[config.mk]
export PLATFORM = sky130hd
export DESIGN_NAME = disp_hex_num
export DESIGN_NICKNAME = d
export VERILOG_FILES = /design/src/rtl/disp_pkg.sv /design/src/rtl/disp_seg_hit.sv /design/src/rtl/disp_hex_num.sv
export SDC_FILE = /design/constraint.sdc
export NUM_CORES = 1
export LEC_CHECK = 0
export ABC_AREA = 1
export BUFFER_PORTS_ARGS = -buffer_cell sky130_fd_sc_hd__buf_4
export CAP_MARGIN = 20
export CORE_UTILIZATION = 50
export CTS_CLUSTER_SIZE = 16
export DETAILED_ROUTE_END_ITERATION = 6
export GPL_TIMING_DRIVEN = 0
export HOLD_SLACK_MARGIN = 0.1
export MAX_ROUTING_LAYER = met4
export PLACE_DENSITY = 0.72
export REMOVE_ABC_BUFFERS = 1
export SLEW_MARGIN = 10
export SYNTH_ARGS = -nofsm -noshare
export SYNTH_HDL_FRONTEND = slang
export SYNTH_SLANG_ARGS = --single-unit
[constraint.sdc]
create_clock -name clk -period 9.3 [get_ports clk]
set_input_delay 1.395 -clock clk [delete_from_list [all_inputs] [get_ports clk]]
set_output_delay 1.395 -clock clk [all_outputs]
set_load 0.03 [all_outputs]
[src/rtl/disp_pkg.sv]
// Shared constants for the hex 7-segment overlay: segment indices, hex decode table
// and the segment-height helper used by the geometry logic.
package disp_pkg;

  localparam int SEG_A = 0;
  localparam int SEG_B = 1;
  localparam int SEG_C = 2;
  localparam int SEG_D = 3;
  localparam int SEG_E = 4;
  localparam int SEG_F = 5;
  localparam int SEG_G = 6;

  // Bit order is {g,f,e,d,c,b,a}; b/e are the left column, c/f the right column.
  localparam logic [6:0] HEX_SEG [16] = '{
    7'b1110111, 7'b0100100, 7'b1011101, 7'b1101101,
    7'b0101110, 7'b1101011, 7'b1111011, 7'b0100111,
    7'b1111111, 7'b1101111, 7'b0111111, 7'b1111010,
    7'b1010011, 7'b1110111, 7'b1011011, 7'b0011011
  };

  function automatic int seg_height(int dig_h, int boundary, int thickness);
    return (dig_h - 2 * boundary - 3 * thickness) / 2;
  endfunction

endpackage

[src/rtl/disp_seg_hit.sv]
// Combinational segment geometry: decides whether local cell coordinate (x, y)
// falls inside one of the segments enabled in mask.
module disp_seg_hit
  import disp_pkg::*;
#(
  parameter int DIG_W     = 64,
  parameter int DIG_H     = 96,
  parameter int BOUNDARY  = 5,
  parameter int THICKNESS = 5,
  parameter int CNT_W     = 11
) (
  input  logic [CNT_W-1:0] x,
  input  logic [CNT_W-1:0] y,
  input  logic [6:0]       mask,
  output logic             hit
);

  localparam int B  = BOUNDARY;
  localparam int T  = THICKNESS;
  localparam int SH = seg_height(DIG_H, BOUNDARY, THICKNESS);

  int         xi;
  int         yi;
  logic       x_l, x_m, x_r;
  logic       y_a, y_up, y_d, y_lo, y_g;
  logic [6:0] seg;

  always_comb begin
    xi = int'(x);
    yi = int'(y);
    x_l  = (xi >= B)             && (xi < B + T);
    x_m  = (xi >= B + T)         && (xi < DIG_W - B - T);
    x_r  = (xi >= DIG_W - B - T) && (xi < DIG_W - B);
    y_a  = (yi >= B)                  && (yi < B + T);
    y_up = (yi >= B + T)              && (yi < B + T + SH);
    y_d  = (yi >= B + T + SH)         && (yi < B + 2 * T + SH);
    y_lo = (yi >= B + 2 * T + SH)     && (yi < B + 2 * T + 2 * SH);
    y_g  = (yi >= B + 2 * T + 2 * SH) && (yi < B + 3 * T + 2 * SH);

    seg        = '0;
    seg[SEG_A] = y_a  & x_m;
    seg[SEG_B] = y_up & x_l;
    seg[SEG_C] = y_up & x_r;
    seg[SEG_D] = y_d  & x_m;
    seg[SEG_E] = y_lo & x_l;
    seg[SEG_F] = y_lo & x_r;
    seg[SEG_G] = y_g  & x_m;
    hit        = |(seg & mask);
  end

endmodule

[src/rtl/disp_hex_num.sv]
// N-digit hex 7-segment overlay on the pixel stream. Frame-latched value/position/mode,
// fixed two-stage pipeline: stage 1 finds the cell and its segment mask, stage 2 the geometry.
module disp_hex_num
  import disp_pkg::*;
#(
  parameter int          NUM_DIGITS   = 4,
  parameter int          DIG_W        = 64,
  parameter int          DIG_H        = 96,
  parameter int          BOUNDARY     = 5,
  parameter int          THICKNESS    = 5,
  parameter int          CNT_W        = 11,
  parameter int          BLINK_FRAMES = 30,
  parameter logic [23:0] FG_RGB       = 24'h000000
) (
  input  logic                    clk,
  input  logic                    rst_n,
  input  logic                    i_frame_start,
  input  logic [4*NUM_DIGITS-1:0] i_value,
  input  logic [CNT_W-1:0]        i_pos_h,
  input  logic [CNT_W-1:0]        i_pos_v,
  input  logic [1:0]              i_mode,
  input  logic                    i_enable,
  input  logic [7:0]              i_red,
  input  logic [7:0]              i_grn,
  input  logic [7:0]              i_blu,
  input  logic [CNT_W-1:0]        cnt_h,
  input  logic [CNT_W-1:0]        cnt_v,
  output logic [7:0]              o_red,
  output logic [7:0]              o_grn,
  output logic [7:0]              o_blu,
  output logic                    o_hit
);

  localparam int BW = (BLINK_FRAMES > 1) ? $clog2(BLINK_FRAMES) : 1;
  localparam int IW = (NUM_DIGITS > 1) ? $clog2(NUM_DIGITS) : 1;

  logic [4*NUM_DIGITS-1:0] val_q;
  logic [CNT_W-1:0]        pos_h_q, pos_v_q;
  logic [1:0]              mode_q;
  logic                    en_q;
  logic [BW-1:0]           blink_cnt;
  logic                    blink_phase;

  // NOTE: state registers use non-blocking assignments so every flop samples
  // pre-edge values; blocking here would make results depend on process order.
  always_ff @(posedge clk or negedge rst_n) begin
    if (!rst_n) begin
      val_q       <= '0;
      pos_h_q     <= '0;
      pos_v_q     <= '0;
      mode_q      <= '0;
      en_q        <= 1'b0;
      blink_cnt   <= '0;
      blink_phase <= 1'b0;
    end else if (i_frame_start) begin
      val_q   <= i_value;
      pos_h_q <= i_pos_h;
      pos_v_q <= i_pos_v;
      mode_q  <= i_mode;
      en_q    <= i_enable;
      if (blink_cnt == BW'(BLINK_FRAMES - 1)) begin
        blink_cnt   <= '0;
        blink_phase <= ~blink_phase;
      end else begin
        blink_cnt <= blink_cnt + 1'b1;
      end
    end
  end

  // Stage 1: box test on CNT_W+1 bits so a box past the raster edge clips instead of wrapping.
  logic [CNT_W:0]          h_lo, h_hi, v_lo, v_hi;
  logic                    in_box;
  logic [CNT_W-1:0]        dx, dy, lx;
  logic [IW-1:0]           idx;
  logic [NUM_DIGITS-1:0]   blank;
  logic                    nz_seen;
  logic [3:0]              nib;
  logic                    dig_blank;
  logic                    show;

  // NOTE: every variable in always_comb gets a default first, so no path can
  // leave it unassigned and infer a latch.
  always_comb begin
    h_lo   = {1'b0, pos_h_q};
    v_lo   = {1'b0, pos_v_q};
    h_hi   = h_lo + (CNT_W + 1)'(NUM_DIGITS * DIG_W);
    v_hi   = v_lo + (CNT_W + 1)'(DIG_H);
    in_box = ({1'b0, cnt_h} >= h_lo) && ({1'b0, cnt_h} < h_hi) &&
             ({1'b0, cnt_v} >= v_lo) && ({1'b0, cnt_v} < v_hi);
    dx = cnt_h - pos_h_q;
    dy = cnt_v - pos_v_q;

    idx = '0;
    lx  = dx;
    for (int k = 1; k < NUM_DIGITS; k++) begin
      if (dx >= CNT_W'(k * DIG_W)) begin
        idx = IW'(k);
        lx  = dx - CNT_W'(k * DIG_W);
      end
    end

    blank   = '0;
    nz_seen = 1'b0;
    for (int k = 0; k < NUM_DIGITS; k++) begin
      nz_seen  = nz_seen | (val_q[4*(NUM_DIGITS-1-k) +: 4] != 4'h0);
      blank[k] = ~nz_seen && (k != NUM_DIGITS - 1);
    end

    nib       = '0;
    dig_blank = 1'b0;
    for (int k = 0; k < NUM_DIGITS; k++) begin
      if (idx == IW'(k)) begin
        nib       = val_q[4*(NUM_DIGITS-1-k) +: 4];
        dig_blank = blank[k];
      end
    end

    show = en_q & in_box & ~(mode_q[1] & blink_phase) & ~(mode_q[0] & dig_blank);
  end

  logic [CNT_W-1:0] lx_q, ly_q;
  logic [6:0]       mask_q;
  logic [23:0]      rgb_q;

  always_ff @(posedge clk or negedge rst_n) begin
    if (!rst_n) begin
      lx_q   <= '0;
      ly_q   <= '0;
      mask_q <= '0;
      rgb_q  <= '0;
    end else begin
      lx_q   <= lx;
      ly_q   <= dy;
      mask_q <= show ? HEX_SEG[nib] : 7'b0;
      rgb_q  <= {i_red, i_grn, i_blu};
    end
  end

  // Stage 2: segment geometry and colour mux.
  logic seg_hit;

  disp_seg_hit #(
    .DIG_W    (DIG_W),
    .DIG_H    (DIG_H),
    .BOUNDARY (BOUNDARY),
    .THICKNESS(THICKNESS),
    .CNT_W    (CNT_W)
  ) u_seg_hit (
    .x   (lx_q),
    .y   (ly_q),
    .mask(mask_q),
    .hit (seg_hit)
  );

  always_ff @(posedge clk or negedge rst_n) begin
    if (!rst_n) begin
      o_hit                 <= 1'b0;
      {o_red, o_grn, o_blu} <= '0;
    end else begin
      o_hit                 <= seg_hit;
      {o_red, o_grn, o_blu} <= seg_hit ? FG_RGB : rgb_q;
    end
  end

endmodule

==> qor_table.md <==
| Parameter | Reported | Unit |
|:---|:---|:---|
| Outcome | finished clean | - |
| Time the final worst path needs with I/O delays and setup | 4.792 | ns |
| Ratio of cells with drive above 1 in the final layout | 20.39 | % |
| HP Class | reg -> reg | - |
| Final worst hold slack | 0.4640 | ns |
| Peak per-stage delay on the critical path | 0.46 | ns |
| Global route overflow | 0 | - |
| Most common cell after layout, fill and taps aside | sky130_fd_sc_hd__nand2_1 | - |
| Largest clock skew in the final design | 0.009046 | ns |
| Tightest Pin Transition | 0.8378 | ns |
| Post-synthesis cell type count | 43 | - |
| Area leader, netlist | sky130_fd_sc_hd__dfrtp_1 | - |
| Routed Wire Length | 13850 | um |
| Pre-antenna DRT Iters | 4 | - |
| GRT Overall Usage | 22.34 | % |
| Number of routed nets with antenna violations | 0 | - |
| Number of synthesized flops with an enable pin | 0 | - |
| Cell count after placement | 1068 | - |
| Commonest non-fill, non-tap cells in the layout | sky130_fd_sc_hd__nand2_1 (182), sky130_fd_sc_hd__inv_1 (131), sky130_fd_sc_hd__dfrtp_1 (125), sky130_fd_sc_hd__buf_4 (113), sky130_fd_sc_hd__nor2_1 (63) | - |
| IR drop worst, VDD | 0.1560 | mV |
| Highest net fanout along the worst path | 10 | - |
| Horizontal die dimension | 117.5 | um |
| TritonCTS clock tree | yes | - |
| Total clock buffers created by CTS | 17 | - |
| Via count of the first global-routing pass | 5289 | - |
| Highest Clock Rate | 0.2087 | GHz |
| # Max-Cap Violations | 0 | - |
| Total of warnings raised by yosys | 0 | - |
| Via count | 5402 | - |
| Die Area | 0.01381 | mm^2 |
| Series of cell instances along the critical path | buf_4 > ha_1 > a21oi_1 > nand3_1 > a31o_2 > xnor2_1 > inv_1 > ha_1 > nand3_1 > nand3_2 > nor2_2 > nand2_4 > nor2_4 > nand3_1 > nand3_1 > nand2_1 > inv_1 > ha_1 > nand3_1 > a21oi_1 > nor2_1 | - |
| Sinks on the clock net | 125 | - |
| Via density | 4.915 | - |
| Leakage Power | 4.399 | nW |
| Most used DFF post-synth | sky130_fd_sc_hd__dfrtp_1 | - |
| Starting Density | 52.02 | % |
| Power per standard cell area | 210.6 | mW/mm^2 |
| Cell at the root of the clock tree | sky130_fd_sc_hd__clkbuf_16 | - |
| Design Power | 1.765 | mW |
| Antenna cell count | 0 | - |
| Type of element launching the critical path | input pin | - |
| Number of register bits inferred by synthesis | 125 | - |
| Worst slew margin relative to its limit | 43.41 | % |
| Post-synthesis sequential area ratio | 46.89 | % |
| Synth Area in Compound Gates | 9.265 | % |
| Layout net count | 1054 | - |
| Post CTS Setup Buffer Count | 0 | - |
| Fraction of synthesis flops using an asynchronous set or reset pin | 100.0 | % |
| Total of hold buffers inserted after clock tree synthesis | 0 | - |
| Floorplan core area | 0.01282 | mm^2 |
| Multiplexer fraction of the synthesized cell area | 0 | % |
| Combinational family with the most area after synthesis | simple AND/OR/NAND/NOR gates | - |
| Area grow syn2layout | 25.66 | % |
| H-tree depth reported by CTS | 4 | - |
| Die span in y | 117.5 | um |
| Signal arrival time at the worst endpoint | 5.09 | ns |
| Final cell count without fillers | 1099 | - |
| Antenna violations before repair | 0 | - |
| Number of buffer and inverter instances along the worst setup path | 3 | - |
| Syn_area_per_cell | 8.434 | um^2 |
| Library cell contributing the largest single delay on the critical path | sky130_fd_sc_hd__xnor2_1 | - |
| Unrepaired setup endpoints after global routing | no | - |
| Mean routed wirelength per cell | 12.60 | um |
| IO Pins | 115 | - |
| Largest net degree at the start of global routing | 94 | - |
| Fraction of synthesized cell area taken by the top area cell type | 46.89 | % |
| Final critical-path share of the clock period | 51.53 | % |
| Detailed Place HPWL | 9933 | um |
| Data required time of the worst path | 9.60 | ns |
| Fraction of the mapped netlist area in adder cells | 9.415 | % |
| Skew-Pair Late Insertion Delay | 0.42 | ns |
| Sum Neg Setup Slack | 0 | ns |
| Fraction of the mapped netlist area in simple logic gates | 22.90 | % |
| Count of endpoints failing setup in the final report | 0 | - |
| CP endpoint kind | flop | - |
| Post-route DRC violation count | 0 | - |
| Critical path class | in -> reg | - |
| Largest buffer count on any clock path | 2 | - |
| GP Congestion | 0.8733 | - |
| Iteration-0 DRC count of the detailed router | 279 | - |
| Number of placement rows | 41 | - |
| Most Frequent Cell on Critical Path | sky130_fd_sc_hd__nand3_1 | - |
| Largest cells by area after synthesis | sky130_fd_sc_hd__dfrtp_1 (47%), sky130_fd_sc_hd__nand2_1 (10%), sky130_fd_sc_hd__ha_1 (8.8%) | - |
| Post-synthesis instance area | 0.006671 | mm^2 |
| Xor and xnor fraction of the mapped netlist area | 3.151 | % |
| Final number of hold-violating endpoints | 0 | - |
| CTS-repair resized insts | 0 | - |
| Register clock-pin slew on the reported worst setup and hold paths | 0.06 | ns |
| Crit-path leading delay family | simple AND/OR/NAND/NOR gates | - |
| First-pass GRT wire length | 23870 | um |
| Flop-to-flop setup slack | 5.24 | ns |
| # port buffers | 114 | - |
| Post-Synthesis Cells | 791 | - |
| Final number of max-transition violations | 0 | - |
[registers in the layout, indices dropped and copies added (netlist names)]
register,count
blink_cnt,5
blink_phase,1
en_q,1
lx_q,11
ly_q,11
mask_q,7
mode_q,2
o_blu,8
o_grn,8
o_hit,1
o_red,8
pos_h_q,11
pos_v_q,11
rgb_q,24
val_q,16
[tightest hold or removal path, delay by kind of cell (launching register included)]
family | cells | cell delay (ns)
buf+inv | 1 | 0.05
simple gates | 1 | 0.03
flops | 1 | 0.35
[cells in the mapped netlist (4+ instances only)]
library cell	count
sky130_fd_sc_hd__inv_2	4
sky130_fd_sc_hd__o21ai_0	51
sky130_fd_sc_hd__inv_1	131
sky130_fd_sc_hd__nand3_1	35
sky130_fd_sc_hd__ha_1	47
sky130_fd_sc_hd__xnor2_1	6
sky130_fd_sc_hd__nor2_1	63
sky130_fd_sc_hd__xor2_1	18
sky130_fd_sc_hd__nand4_1	12
sky130_fd_sc_hd__nand2_2	11
sky130_fd_sc_hd__nor4_1	5
sky130_fd_sc_hd__a211oi_1	5
sky130_fd_sc_hd__nand2_4	4
sky130_fd_sc_hd__nor3_1	8
sky130_fd_sc_hd__clkbuf_1	8
sky130_fd_sc_hd__a21oi_1	29
sky130_fd_sc_hd__nand3_2	9
sky130_fd_sc_hd__nor2_2	5
sky130_fd_sc_hd__dfrtp_1	125
sky130_fd_sc_hd__nand2_1	182
[final timing paths]
| check | endpoint | startpoint | depth (start not counted) |
|---|---|---|---|
| max reg2reg | mask_q[3]$_DFF_PN0_ | pos_h_q[4]$_DFFE_PN0P_ | 21 |
| min reg2reg | o_blu[5]$_DFF_PN0_ | rgb_q[5]$_DFF_PN0_ | 2 |
| min in group asynchronous | pos_v_q[8]$_DFFE_PN0P_ | rst_n | 1 |
| max in group asynchronous | val_q[11]$_DFFE_PN0P_ | rst_n | 2 |
| min | o_blu[5]$_DFF_PN0_ | rgb_q[5]$_DFF_PN0_ | 2 |
| max | mask_q[3]$_DFF_PN0_ | cnt_h[4] | 21 |
[layout make-up]
| cell class | instances | area, um^2 |
|---|---|---|
| Tap cell | 172 | 215.2 |
| Clock inverter | 14 | 206.4 |
| Inverter | 136 | 515.5 |
| Timing Repair Buffer | 116 | 898.4 |
| Sequential cell | 125 | 3128 |
| Clock buffer | 17 | 425.4 |
| Multi-Input combinational cell | 519 | 2994 |
| Fill cell | 1125 | 4442 |
[per-stage QoR]
stage / area (um^2) / utilization, % / setup slack (ns)
after floorplan: 6628 / - / 4.859
after global placement: 7699 / 60.03 / 4.137
after detailed placement: 7751 / 60.44 / 4.140
after CTS: 8383 / 65.37 / 4.541
after global routing: 8383 / 65.37 / 4.203
final: 8383 / 65.37 / 4.508
[logic make-up (layout without fill, tap and decap cells)]
| group | Yosys count | in the layout |
|---|---|---|
| flip-flops | 125 | 125 |
| buffers and inverters | 147 | 283 |
| adder cells (fa/ha/maj) | 49 | 49 |
| AO/OA/AOI/OAI | 106 | 106 |
| AND/OR/NAND/NOR | 340 | 340 |
| XOR/XNOR | 24 | 24 |
[per-layer routing]
layer  vias to the layer above  routed length, um  global-route usage [%]  share of wire (%)
met5                         -                  0                       -                  0
met4                         0                208                   7.772                1.5
met3                        11                519                   5.378                3.7
met2                       114               6987                   37.32                 50
met1                      2516               6133                   26.38                 44
li1                       2761                  -                       -                  -
[power breakdown]
part	total, mW	switching, mW	internal (mW)
logic	0.404	0.249	0.155
registers	0.651	0.0384	0.613
clock network	0.710	0.256	0.454
total	1.77	0.544	1.22
Note: power is estimated with default switching activity, not from simulation.
